[config.mk]
export PLATFORM = sky130hd
export DESIGN_NAME = serial_frame_receiver
export DESIGN_NICKNAME = d
export VERILOG_FILES = /design/src/rtl/serial_frame_receiver.sv
export SDC_FILE = /design/constraint.sdc
export NUM_CORES = 1
export LEC_CHECK = 0
export CORE_ASPECT_RATIO = 1.25
export CORE_MARGIN = 2
export CORE_UTILIZATION = 45
export DETAILED_ROUTE_END_ITERATION = 10
export PLACE_DENSITY_LB_ADDON = 0.2
export SYNTH_ARGS = -nofsm -noshare
export SYNTH_HDL_FRONTEND = slang
export SYNTH_SLANG_ARGS = --single-unit
[constraint.sdc]
create_clock -name clk -period 3.06 [get_ports clk]
set_input_delay 0.612 -clock clk [delete_from_list [all_inputs] [get_ports clk]]
set_output_delay 0.612 -clock clk [all_outputs]
set_load 0.05 [all_outputs]
[src/rtl/serial_frame_receiver.sv]
// serial_frame_receiver
//   Deserialises an idle-high, LSB-first serial line into DATA_W-bit frames:
//   start bit (0), DATA_W data bits, optional even-parity bit, stop bit (1).
//   Bits are only sampled in cycles where bit_valid=1, so the line may be
//   paced arbitrarily by the upstream shifter. Completed frames land in a
//   single holding register with a valid/ready handshake. Reception never
//   stalls: a frame that completes while the holder is full and not being
//   drained is dropped and reported through overrun.
//
// Ports
//   clk         sole clock, rising edge
//   rst         synchronous, active-high reset
//   bit_valid   qualifies ser_in for this cycle
//   ser_in      serial line (idle high, LSB first)
//   data_out    payload of the last accepted frame
//   data_valid  data_out / parity_err are valid
//   data_ready  consumer accepts data_out when data_valid=1
//   parity_err  parity mismatch flag for data_out (0 when PARITY_EN=0)
//   frame_err   one-cycle pulse when the stop bit is sampled as 0
//   overrun     one-cycle pulse when a completed frame is dropped
module serial_frame_receiver #(
  parameter int DATA_W    = 8,
  parameter bit PARITY_EN = 1'b1
) (
  input  logic              clk,
  input  logic              rst,
  input  logic              bit_valid,
  input  logic              ser_in,
  output logic [DATA_W-1:0] data_out,
  output logic              data_valid,
  input  logic              data_ready,
  output logic              parity_err,
  output logic              frame_err,
  output logic              overrun
);

  // Wide enough to hold DATA_W itself, so the count never wraps in a frame.
  localparam int CNT_W = $clog2(DATA_W + 1);
  localparam logic [CNT_W-1:0] LAST_CNT = CNT_W'(DATA_W - 1);

  typedef enum logic [1:0] {
    IDLE   = 2'd0,
    DATA   = 2'd1,
    PARITY = 2'd2,
    STOP   = 2'd3
  } state_t;

  state_t            state_q, state_d;
  logic [CNT_W-1:0]  cnt_q, cnt_d;
  logic [DATA_W-1:0] shift_q, shift_d;
  logic              perr_pend_q, perr_pend_d;
  logic [DATA_W-1:0] data_q, data_d;
  logic              valid_q, valid_d;
  logic              perr_q, perr_d;
  logic              ferr_q, ferr_d;
  logic              ovr_q, ovr_d;

  logic              stop_sample;
  logic              frame_done;

  // ---- state register and all flops ----
  always_ff @(posedge clk) begin
    if (rst) begin
      state_q     <= IDLE;
      cnt_q       <= '0;
      shift_q     <= '0;
      perr_pend_q <= 1'b0;
      data_q      <= '0;
      valid_q     <= 1'b0;
      perr_q      <= 1'b0;
      ferr_q      <= 1'b0;
      ovr_q       <= 1'b0;
    end else begin
      state_q     <= state_d;
      cnt_q       <= cnt_d;
      shift_q     <= shift_d;
      perr_pend_q <= perr_pend_d;
      data_q      <= data_d;
      valid_q     <= valid_d;
      perr_q      <= perr_d;
      ferr_q      <= ferr_d;
      ovr_q       <= ovr_d;
    end
  end

  // ---- next-state logic ----
  always_comb begin
    state_d = state_q;
    if (bit_valid) begin
      case (state_q)
        IDLE:    if (!ser_in) state_d = DATA;
        DATA:    if (cnt_q == LAST_CNT) state_d = PARITY_EN ? PARITY : STOP;
        PARITY:  state_d = STOP;
        STOP:    state_d = IDLE;
        default: state_d = IDLE;
      endcase
    end
  end

  // ---- datapath and output-stage logic ----
  assign stop_sample = bit_valid && (state_q == STOP);
  assign frame_done  = stop_sample && ser_in;

  always_comb begin
    cnt_d       = cnt_q;
    shift_d     = shift_q;
    perr_pend_d = perr_pend_q;
    data_d      = data_q;
    valid_d     = valid_q;
    perr_d      = perr_q;
    ferr_d      = 1'b0;
    ovr_d       = 1'b0;

    if (bit_valid) begin
      case (state_q)
        IDLE: begin
          if (!ser_in) begin
            cnt_d       = '0;
            perr_pend_d = 1'b0;
          end
        end
        DATA: begin
          // Right shift in from the MSB end: first bit received ends at bit 0.
          shift_d         = shift_q >> 1;
          shift_d[DATA_W-1] = ser_in;
          cnt_d           = cnt_q + CNT_W'(1);
        end
        PARITY: begin
          // Even parity: data bits XOR parity bit must be 0.
          perr_pend_d = PARITY_EN & ((^shift_q) ^ ser_in);
        end
        default: ;
      endcase
    end

    // A bad stop bit only raises the pulse; the holding register is untouched.
    ferr_d = stop_sample && !ser_in;

    if (frame_done) begin
      if (!valid_q || data_ready) begin
        // Empty holder, or old word leaving this cycle: load with no bubble.
        data_d  = shift_q;
        perr_d  = perr_pend_q;
        valid_d = 1'b1;
      end else begin
        ovr_d = 1'b1;
      end
    end else if (valid_q && data_ready) begin
      valid_d = 1'b0;
    end
  end

  assign data_out   = data_q;
  assign data_valid = valid_q;
  assign parity_err = perr_q;
  assign frame_err  = ferr_q;
  assign overrun    = ovr_q;

endmodule
==> impl_results.md <==
* Run status: finished, final reports clean
* Crit-path max FO at 2
* Post-synthesis compound-gate area fraction at 10.3%
* First-pass GRT wire length at 3710 µm
* Total Routing Usage GR at 15.9%
* Nets@finish at 155
* PwrDens at 408 mW/mm²
* Final Setup Violations at 0
* TritonCTS clock tree: yes
* Die area at 0.00303 mm²
* Resized cells post-CTS at 0
* Vias per inst at 5.15
* Clock Skew at 0.00915 ns
* HP Start: perr_pend_q
* Pleak at 0.000492 µW
* Setup CP Type: reg -> out
* CP max stage cell: clkdlybuf4s50_1
* Area Growth Syn to Fin at 19.0%
* Skew-Pair Late Insertion Delay at 0.32 ns
* Dpl cells at 173
* Avg WL per Cell at 12.0 µm
* Cts bufs inserted at 3
* WP buf/inv at 1
* Initial core utilization at 47.9%
* Part of the power in registers at 63.2%
* Rows at 20
* Synth cell types at 25
* Mux share of post-synthesis cell area at 8.53%
* Clock sinks at 27
* Syn avg cell area at 9.17 µm²
* Number of global-route vias before repair at 890
* Reg-to-reg slack, setup at 1.32 ns
* Root buf cell: clkbuf_4
* FMAX at 476 MHz
* Largest net degree at the start of global routing at 17
* Post-route ant nets at 0
* Slew @ Worst Pin at 0.619 ns
* Max VDD drop at 0.000358 V
* MaxCap Viol Count at 0
* Synth Area in XOR/XNOR at 7.89%
* Total core area at 0.00245 mm²
* CP cell instances: clkdlybuf4s50_1
* Post-CTS Setup Bufs at 0
* Die H at 61.1 µm
* Via Count at 911
* Hold Crit Endpoint: perr_pend_q
* Synthesized netlist cell count at 128
* Reg2Reg Depth at 6
* Post-Syn Nets at 138
* Final GP Congestion at 0.727
* CP delay by family, top: buffers and inverters
* Hold WS at 0.492 ns
* Post-route insts no fill at 177
* WHS Path Cells at 2
* CP startpoint kind: flip-flop
* FF+latch count, synth at 27
* Comb pwr share at 10.5%
* Clk slew on worst S/H paths at 0.14 ns
* # fillers at 256
* Sw frac at 24.6%
* RSZ-0062 raised after global routing: false
* Simple-gate share of the synthesized area at 18.4%
* GR Overflow Total at 0
* Io pins at 17
* Clock power share at 26.3%
* Diode count at 0
* Sequential area share after synthesis at 46.1%
* Pre-Repair DR Iteration Count at 4
* FF-to-FF Start: state_q[0]
* Final worst path period share at 68.7%
* Max_slew headroom at 58.6%
* Net Sw Power at 140 µW
* Slowest stage delay, CP at 0.80 ns
* Crit end category: primary output
* DRC at 0
* Mapped Area at 0.00117 mm²
* Share of layout cells above drive strength 1 at 5.56%
* Synth Area in Adders at 5.33%
* Hold Fails Final Rpt at 0
* DRT iter0 DRCs at 7
* Die width at 49.7 µm
* Worst Path Arrival at 1.49 ns
* HP Class: reg -> reg
* Slew Limit Fails at 0
* YS warnings at 0
* Min cycle time layout at 2.10 ns
* Clk buf depth at 2
* Critical Path RT at 2.45 ns
* Input/output buffers at 16
* Total wire length at 2130 µm
* Hold buffer count at CTS at 0
* Largest family of logic cells by synthesized area: simple AND/OR/NAND/NOR gates
* Setup_tns at 0 ns
* Crit Reg-Reg Endpoint: state_q[1]
* H-tree levels at 1
* Internal at 429 µW
* HPWL Detailed at 1580 µm
* Initial antenna violation count at 0
* Final core utilization at 56.9%
[per-layer routing]
| metal | GRT usage [%] | vias up | wire, µm |
|---|---|---|---|
| li1 | - | 461 | - |
| met1 | 18.0 | 431 | 965 |
| met2 | 29.7 | 15 | 1070 |
| met3 | 2.67 | 4 | 66 |
| met4 | 7.14 | 0 | 27 |
| met5 | 0 | - | 0 |
[state kept, by name, summed over array words and instances (netlist names)]
| name | flops |
|---|---|
| shift_q | 8 |
| parity_err | 1 |
| data_valid | 1 |
| frame_err | 1 |
| perr_pend_q | 1 |
| data_out | 8 |
| overrun | 1 |
| cnt_q | 4 |
| state_q | 2 |
[per-stage QoR]
stage               area [µm²]  power [µW]  setup slack [ns]
floorplan                 1170         411              1.42
global placement          1370         426             0.893
detailed placement        1370         428             0.824
CTS                       1400         576             0.938
global route              1400         599             0.889
finish                    1400         569             0.957
[power by group through the flow]
stage	Combinational, µW	Clock [µW]	Sequential, µW
after floorplan	43.7	0	367
after global placement	58.8	0	367
after detailed placement	60.1	0	368
after CTS	60.3	156	360
after global routing	67.1	171	361
final	59.8	149	360
[cells in the mapped netlist (all sizes together)]
| library cell | n | share of area, % |
|---|---|---|
| dfxtp | 27 | 46 |
| nor2 | 15 | 4.8 |
| nand2 | 12 | 3.8 |
| a21oi | 10 | 4.3 |
| mux2i | 10 | 8.5 |
| nand3 | 9 | 3.8 |
| clkbuf | 5 | 1.6 |
| ha | 5 | 5.3 |
| nor2b | 4 | 2.1 |
| xnor2 | 4 | 3.0 |
| xor2 | 4 | 3.0 |
| inv | 3 | 0.96 |
| nand3b | 3 | 1.9 |
| a21boi | 2 | 1.3 |
| buf | 2 | 0.85 |
| nor3 | 2 | 0.85 |
| o211ai | 2 | 1.3 |
| o21ai | 2 | 0.85 |
| a211oi | 1 | 0.64 |
| a31o | 1 | 0.75 |
| a32oi | 1 | 0.75 |
| and3 | 1 | 0.53 |
| nand2b | 1 | 0.53 |
| o22ai | 1 | 0.53 |
| xnor3 | 1 | 1.9 |
[kinds of logic (layout without fill, tap and decap cells)]
kind of cell / Yosys count / count (layout)
xor+xnor: 9 / 9
mux: 10 / 10
fa+ha+maj: 5 / 5
flops: 27 / 27
simple gates: 47 / 47
compound gates: 20 / 20
buf+inv: 10 / 26
[worst max path at each step]
stage,slack [ns],to,from,depth (start not counted)
2_1_floorplan,1.42,state_q[1],bit_valid,5
4_1_cts,0.94,parity_err,parity_err,1
3_5_place_dp,0.82,perr_pend_q,ser_in,5
3_3_place_gp,0.89,state_q[1],bit_valid,5
6_report,0.96,parity_err,parity_err,1
5_1_grt,0.89,data_out[4],data_out[4],1
[area by class of cell]
cell class | count | area [µm²] | area share, %
multi-input cells | 91 | 593 | 42.5
flip-flops and latches | 27 | 541 | 38.7
repair buffers | 19 | 183 | 13.1
well taps | 33 | 41.3 | 2.96
clock buffers | 3 | 22.5 | 1.61
inverters | 3 | 11.3 | 0.806
clock inverters | 1 | 5.00 | 0.358
[placed cells by master (no fill, tap or decap)]
cell type,Yosys,layout
a211oi_1,1,1
a21boi_1,2,2
a21oi_1,10,10
a31o_2,1,1
a32oi_1,1,1
and3_1,1,1
buf_4,0,3
clkbuf_4,0,3
clkdlybuf4s50_1,0,16
clkinv_2,0,1
dfxtp_1,27,27
ha_1,5,5
inv_1,3,3
mux2i_1,10,10
nand2_1,12,12
nand2b_1,1,1
nand3_1,9,9
nand3b_1,3,3
nor2_1,15,15
nor2b_1,4,4
nor3_1,2,2
o211ai_1,2,2
o21ai_0,2,2
o22ai_1,1,1
xnor2_1,4,4
xnor3_1,1,1
xor2_1,4,4
No activity file was read; power rests on OpenSTA's default activity.
